==> src/rtl/ibm_src_arb.sv <==
// Packet-atomic round-robin arbiter sharing the ibm packet input between PORT and CPU sources.
// Grants only with enough free buffer IDs, then forwards one whole packet with 1-cycle latency.
module ibm_src_arb #(
    parameter logic [4:0] MIN_FREE_BUF = 5'd2,
    parameter logic [7:0] HEAD_TIMEOUT = 8'd64
) (
    input  logic         clk,
    input  logic         rst,
    input  logic         in_arb_port_req,
    output logic         out_arb_port_gnt,
    input  logic [133:0] in_arb_port_data,
    input  logic         in_arb_port_data_wr,
    input  logic         in_arb_port_valid,
    input  logic         in_arb_port_valid_wr,
    input  logic [23:0]  in_arb_port_md,
    input  logic         in_arb_port_md_wr,
    input  logic         in_arb_cpu_req,
    output logic         out_arb_cpu_gnt,
    input  logic [133:0] in_arb_cpu_data,
    input  logic         in_arb_cpu_data_wr,
    input  logic         in_arb_cpu_valid,
    input  logic         in_arb_cpu_valid_wr,
    input  logic [23:0]  in_arb_cpu_md,
    input  logic         in_arb_cpu_md_wr,
    input  logic [4:0]   in_arb_bufm_ID,
    output logic [133:0] out_arb_data,
    output logic         out_arb_data_wr,
    output logic         out_arb_valid,
    output logic         out_arb_valid_wr,
    output logic [23:0]  out_arb_md,
    output logic         out_arb_md_wr,
    output logic         out_arb_busy,
    output logic         out_arb_timeout
);

    typedef enum logic [1:0] {IDLE, WAIT_HEAD, XFER} state_t;
    typedef enum logic {SRC_PORT, SRC_CPU} src_t;

    state_t       state;
    src_t         owner;
    src_t         last_served;
    src_t         winner;
    logic [7:0]   timer;

    logic [133:0] sel_data;
    logic         sel_data_wr;
    logic         sel_valid;
    logic         sel_valid_wr;
    logic [23:0]  sel_md;
    logic         sel_md_wr;

    always_comb begin
        if (owner == SRC_CPU) begin
            sel_data     = in_arb_cpu_data;
            sel_data_wr  = in_arb_cpu_data_wr;
            sel_valid    = in_arb_cpu_valid;
            sel_valid_wr = in_arb_cpu_valid_wr;
            sel_md       = in_arb_cpu_md;
            sel_md_wr    = in_arb_cpu_md_wr;
        end else begin
            sel_data     = in_arb_port_data;
            sel_data_wr  = in_arb_port_data_wr;
            sel_valid    = in_arb_port_valid;
            sel_valid_wr = in_arb_port_valid_wr;
            sel_md       = in_arb_port_md;
            sel_md_wr    = in_arb_port_md_wr;
        end
    end

    // On a tie the source that was not served last wins.
    always_comb begin
        winner = SRC_PORT;
        if (in_arb_port_req && in_arb_cpu_req)
            winner = (last_served == SRC_CPU) ? SRC_PORT : SRC_CPU;
        else if (in_arb_cpu_req)
            winner = SRC_CPU;
    end

    assign out_arb_busy = (state != IDLE);

    always_ff @(posedge clk) begin
        if (rst) begin
            state            <= IDLE;
            owner            <= SRC_PORT;
            last_served      <= SRC_CPU;
            timer            <= '0;
            out_arb_port_gnt <= 1'b0;
            out_arb_cpu_gnt  <= 1'b0;
            out_arb_data     <= '0;
            out_arb_data_wr  <= 1'b0;
            out_arb_valid    <= 1'b0;
            out_arb_valid_wr <= 1'b0;
            out_arb_md       <= '0;
            out_arb_md_wr    <= 1'b0;
            out_arb_timeout  <= 1'b0;
        end else begin
            out_arb_port_gnt <= 1'b0;
            out_arb_cpu_gnt  <= 1'b0;
            out_arb_data     <= '0;
            out_arb_data_wr  <= 1'b0;
            out_arb_valid    <= 1'b0;
            out_arb_valid_wr <= 1'b0;
            out_arb_md_wr    <= 1'b0;
            out_arb_timeout  <= 1'b0;

            case (state)
                IDLE: begin
                    if ((in_arb_port_req || in_arb_cpu_req) && (in_arb_bufm_ID >= MIN_FREE_BUF)) begin
                        owner            <= winner;
                        last_served      <= winner;
                        timer            <= '0;
                        state            <= WAIT_HEAD;
                        out_arb_port_gnt <= (winner == SRC_PORT);
                        out_arb_cpu_gnt  <= (winner == SRC_CPU);
                    end
                end
                WAIT_HEAD: begin
                    if (sel_data_wr && (sel_data[133:132] == 2'b01)) begin
                        out_arb_data    <= sel_data;
                        out_arb_data_wr <= 1'b1;
                        state           <= XFER;
                    end else if (timer == 8'(HEAD_TIMEOUT - 8'd1)) begin
                        out_arb_timeout <= 1'b1;
                        state           <= IDLE;
                    end else begin
                        timer <= timer + 8'd1;
                    end
                end
                XFER: begin
                    if (sel_data_wr) begin
                        out_arb_data    <= sel_data;
                        out_arb_data_wr <= 1'b1;
                    end
                    if (sel_valid_wr) begin
                        out_arb_valid    <= sel_valid;
                        out_arb_valid_wr <= 1'b1;
                        state            <= IDLE;
                    end
                end
                default: state <= IDLE;
            endcase

            if ((state != IDLE) && sel_md_wr) begin
                out_arb_md    <= sel_md;
                out_arb_md_wr <= 1'b1;
            end
        end
    end

endmodule
==> config.mk <==
export PLATFORM = sky130hd
export DESIGN_NAME = ibm_src_arb
export DESIGN_NICKNAME = d
export VERILOG_FILES = /design/src/rtl/ibm_src_arb.sv
export SDC_FILE = /design/constraint.sdc
export NUM_CORES = 1
export LEC_CHECK = 0
export CAP_MARGIN = 20
export CORE_AREA = 8 8 186 188
export CTS_CLUSTER_DIAMETER = 100
export DETAILED_ROUTE_END_ITERATION = 6
export DIE_AREA = 0 0 194 196
export HOLD_SLACK_MARGIN = 0.12
export PLACE_DENSITY = 0.62
export SYNTH_ARGS = -nofsm -noshare
export SYNTH_HDL_FRONTEND = slang
export SYNTH_SLANG_ARGS = --single-unit
export TNS_END_PERCENT = 30
==> constraint.sdc <==
create_clock -name clk -period 1.7 [get_ports clk]
set_input_delay 0.34 -clock clk [delete_from_list [all_inputs] [get_ports clk]]
set_output_delay 0.34 -clock clk [all_outputs]
set_load 0.02 [all_outputs]
==> metrics.log <==
[metrics] violations in the final reports: setup timing
[metrics] Max Slew Vio Count: 0
[metrics] largest stage delay on the critical path: around 0.38 ns
[metrics] via count of the first global-routing pass: ~7.0k
[metrics] die extent in x: 194 um
[metrics] Worst setup SP type: flip-flop
[metrics] total cell area at the placement stage: between 0.01 and 0.015 mm2
[metrics] effective utilization at floorplan: around a fifth
[metrics] arrival time worst endpoint: between 2 and 2.5 ns
[metrics] # clock sinks: between 150 and 200
[metrics] routed wire length: ~31,000 um
[metrics] Clock Path Buffers: 2
[metrics] quantity of hold-fixing buffers added after cts: 0
[metrics] Antenna Nets Post-Route: 0
[metrics] worst hold path class: flip-flop to flip-flop
[metrics] Relative slew margins: around 70%
[metrics] result of the run: finished with violations
[metrics] TritonCTS clock tree: yes
[metrics] Warnings, synthesis: 0
[metrics] Filler Cell Count: between 3k and 4k
[metrics] hold violation total from the final report: 0
[metrics] worst setup margin: -0.0957 ns
[metrics] cells traversed along the worst timing path: inv_2 > ha_4 > nand2b_4 > or3b_4 > o21a_4 > buf_12 > clkbuf_16 > nor2_4
[metrics] Synth cell types: 37
[metrics] Synth Cell Area: ~0.0068 mm2
[metrics] count of inserted antenna diode cells: 0
[metrics] cell total after placement: ~1.6k
[metrics] area of the die: around 0.038 mm2
[metrics] average detailed-routed wire length per instance: just under 20 um
[metrics] cell type group with the largest total delay on the critical path: simple AND/OR/NAND/NOR gates
[metrics] Final Net Count: 1,530
[metrics] actual slew at the worst max-slew pin: just over 0.4 ns
[metrics] most used flip-flop cell after synthesis: sky130_fd_sc_hd__dfxtp_1
[metrics] Vias per Instance: 4.18
[metrics] number of standard cells in the final layout excluding fillers: 1,614
[metrics] gate count of the mapped netlist: 665
[metrics] Synth Area per Inst: a little over 10 um2
[metrics] number of search-and-repair iterations in the first detailed-routing pass: 4
[metrics] number of enable-type register cells in the synthesized netlist: 0
[metrics] CTS clk-pin slew, worst paths: around 0.07 ns
[metrics] critical path fanouts, max: 8
[metrics] total via count after detailed routing: about 6.7k
[metrics] minimum setup slack after placement: -0.431 ns
[metrics] share of the clock period used by the worst path: 106%
[metrics] critical path data required time: about 2.1 ns
[metrics] DRC violations left: 0
[metrics] number of buffers created by CTS: 17
[metrics] core box area: 0.0319 mm2
[metrics] post-layout total power: around 12,000 uW
[metrics] critical path endpoint category: flip-flop
[metrics] pwr/cell area: approximately 880 mW/mm2
[metrics] time the final worst path needs with I/O delays and setup: ~1.8 ns
[metrics] initial antenna violation count: 0
[metrics] leakage power: approximately 0.0057 uW
[metrics] number of nets produced by synthesis: between 1k and 1.5k
[metrics] Worst Hold Slack: ~0.49 ns
[metrics] share of cells above drive strength 1: approximately 14%
[metrics] number of max-cap violations: 0
[metrics] total congestion overflow: 0
[metrics] sequential cell area fraction in the yosys report: about 52%
[metrics] Initial DRC Count: 152
[metrics] async set-or-reset flop fraction in the synthesized netlist: 0%
[metrics] maximum vdd ir drop: approximately 0.00059 V
[metrics] Boundary Pins: around 500
[metrics] library cell used as clock root buffer: sky130_fd_sc_hd__clkbuf_16
[metrics] cell row count: 66
[metrics] P&R area growth vs syn: 98.1%
[metrics] total number of H-tree levels: 4
[metrics] Clock Latency Late Sink: 0.43 ns
[metrics] height of the chip: between 150 and 200 um
[metrics] Layout Skew: ~0.014 ns
[metrics] unrepaired setup endpoints after global routing: yes
[metrics] half-perimeter wire length of the detailed placement result: roughly 24,000 um
[metrics] maximum clock frequency: about 0.56 GHz
[metrics] gp weighted congestion: 0.841
[metrics] Worst Setup Path Type: flip-flop to flip-flop
[metrics] GRT Overall Usage: approximately 15%
[metrics] number of port buffers: around 500
[metrics] Setup-failing EPs final: 126
[metrics] wire length of the first global-routing pass: between 40,000 and 50,000 um
[metrics] worst-path cell with the longest stage delay: sky130_fd_sc_hd__or3b_4
[metrics] largest net degree at the start of global routing: 50
[metrics] Seq cells post-synth: around 180
[metrics] buffers plus inverters on the worst setup path: 3
[metrics] Non-Filler Cell Area, Final: ~0.013 mm2
-- timing repair --
item                                    CTS  global route
pin swaps                                 6            13
resized for setup                       196            75
cloned                                    4             7
endpoints found under the setup margin  248           138
setup buffers                             5             2
-- flip-flops by register name, indices dropped and copies added, names as in the netlist, 2 cells and up --
name and cells:
out_arb_data 134, out_arb_md 24, timer 8, state 2
-- cell usage after synthesis (all sizes together), types with 3 or more instances --
cell type	count	area share, %
mux2i	161	24
o21ai	9	0.66
inv	7	0.39
nand2	14	0.77
nor2b	5	0.46
a21oi	9	0.66
o31ai	3	0.53
or3	3	0.28
buf	22	2.5
dfxtp	177	52
clkbuf	23	1.3
nand4b	3	0.39
and3	3	0.28
nor3	3	0.22
ha	4	0.74
nor2	165	9.4
a211oi	24	2.6
nand3	8	0.59
o21a	3	0.33
-- through the flow --
| step | utilization [%] | setup TNS, ns |
|---|---|---|
| after floorplan | - | -0.346 |
| after global placement | 39.0 | -34.35 |
| after detailed placement | 39.0 | -38.27 |
| after CTS | 41.1 | -7.79 |
| after global routing | 42.3 | -15.74 |
| final | 42.3 | -6.89 |
-- layout make-up --
type	instances	area, um2	share of cell area, %
Tap cell	408	510	3.79
Clock buffer	18	429	3.18
Multi-Input combinational cell	436	3330	24.7
Inverter	7	26.3	0.195
Clock inverter	14	154	1.14
Sequential cell	177	3550	26.3
Timing Repair Buffer	554	5480	40.7
-- path summary, 6_finish.rpt --
| kind | startpoint | endpoint | slack [ns] | cells past startpoint |
|---|---|---|---|---|
| max reg2reg | state[1] | out_arb_data[56] | -0.1 | 8 |
| max | state[1] | out_arb_data[56] | -0.1 | 8 |
| min reg2reg | last_served | last_served | 0.49 | 2 |
| min | last_served | last_served | 0.49 | 2 |
-- cells in the final DEF, fill, tap and decap left out, types with 13 or more instances in the layout --
master                            count
sky130_fd_sc_hd__nor2_2              37
sky130_fd_sc_hd__a211oi_1            24
sky130_fd_sc_hd__clkdlybuf4s50_1    331
sky130_fd_sc_hd__nor2_4              32
sky130_fd_sc_hd__dlygate4sd2_1      164
sky130_fd_sc_hd__dfxtp_1            174
sky130_fd_sc_hd__buf_4               38
sky130_fd_sc_hd__nand2_1             13
sky130_fd_sc_hd__clkbuf_16           21
sky130_fd_sc_hd__nor2_1              96
sky130_fd_sc_hd__mux2i_1            161
-- metal layers --
layer  wire length (um)  track usage (%)
met5                  0                0
met4                573             5.09
met3               2580             5.57
met2              15700             26.1
met1              12400             17.2
-- worst reg2reg max path, delay by kind of cell, from the launching register on --
kind	cells	cell delay (ns)
AO/OA/AOI/OAI	1	0.19
buffers and inverters	3	0.42
flip-flops	1	0.34
AND/OR/NAND/NOR	3	0.54
adder cells (fa/ha/maj)	1	0.26
-- power by group --
part,leakage (uW),total [uW],switching (uW),internal [uW]
combinational,0.00398,3310,1540,1770
sequential,0.00143,4460,108,4350
clock,0.000283,4040,1850,2200
-- logic make-up (layout without fill, tap and decap cells) --
| logic type | count (synthesis) | count (layout) | synth area share, % |
|---|---|---|---|
| AOI/OAI and AO/OA | 55 | 55 | 5.68 |
| adders and majority gates | 4 | 4 | 0.735 |
| buffers and inverters | 52 | 593 | 4.16 |
| DFF | 177 | 177 | 52.1 |
| muxes | 161 | 161 | 23.7 |
| and+or+nand+nor | 216 | 216 | 13.7 |
No activity file was read; power rests on OpenSTA's default activity.
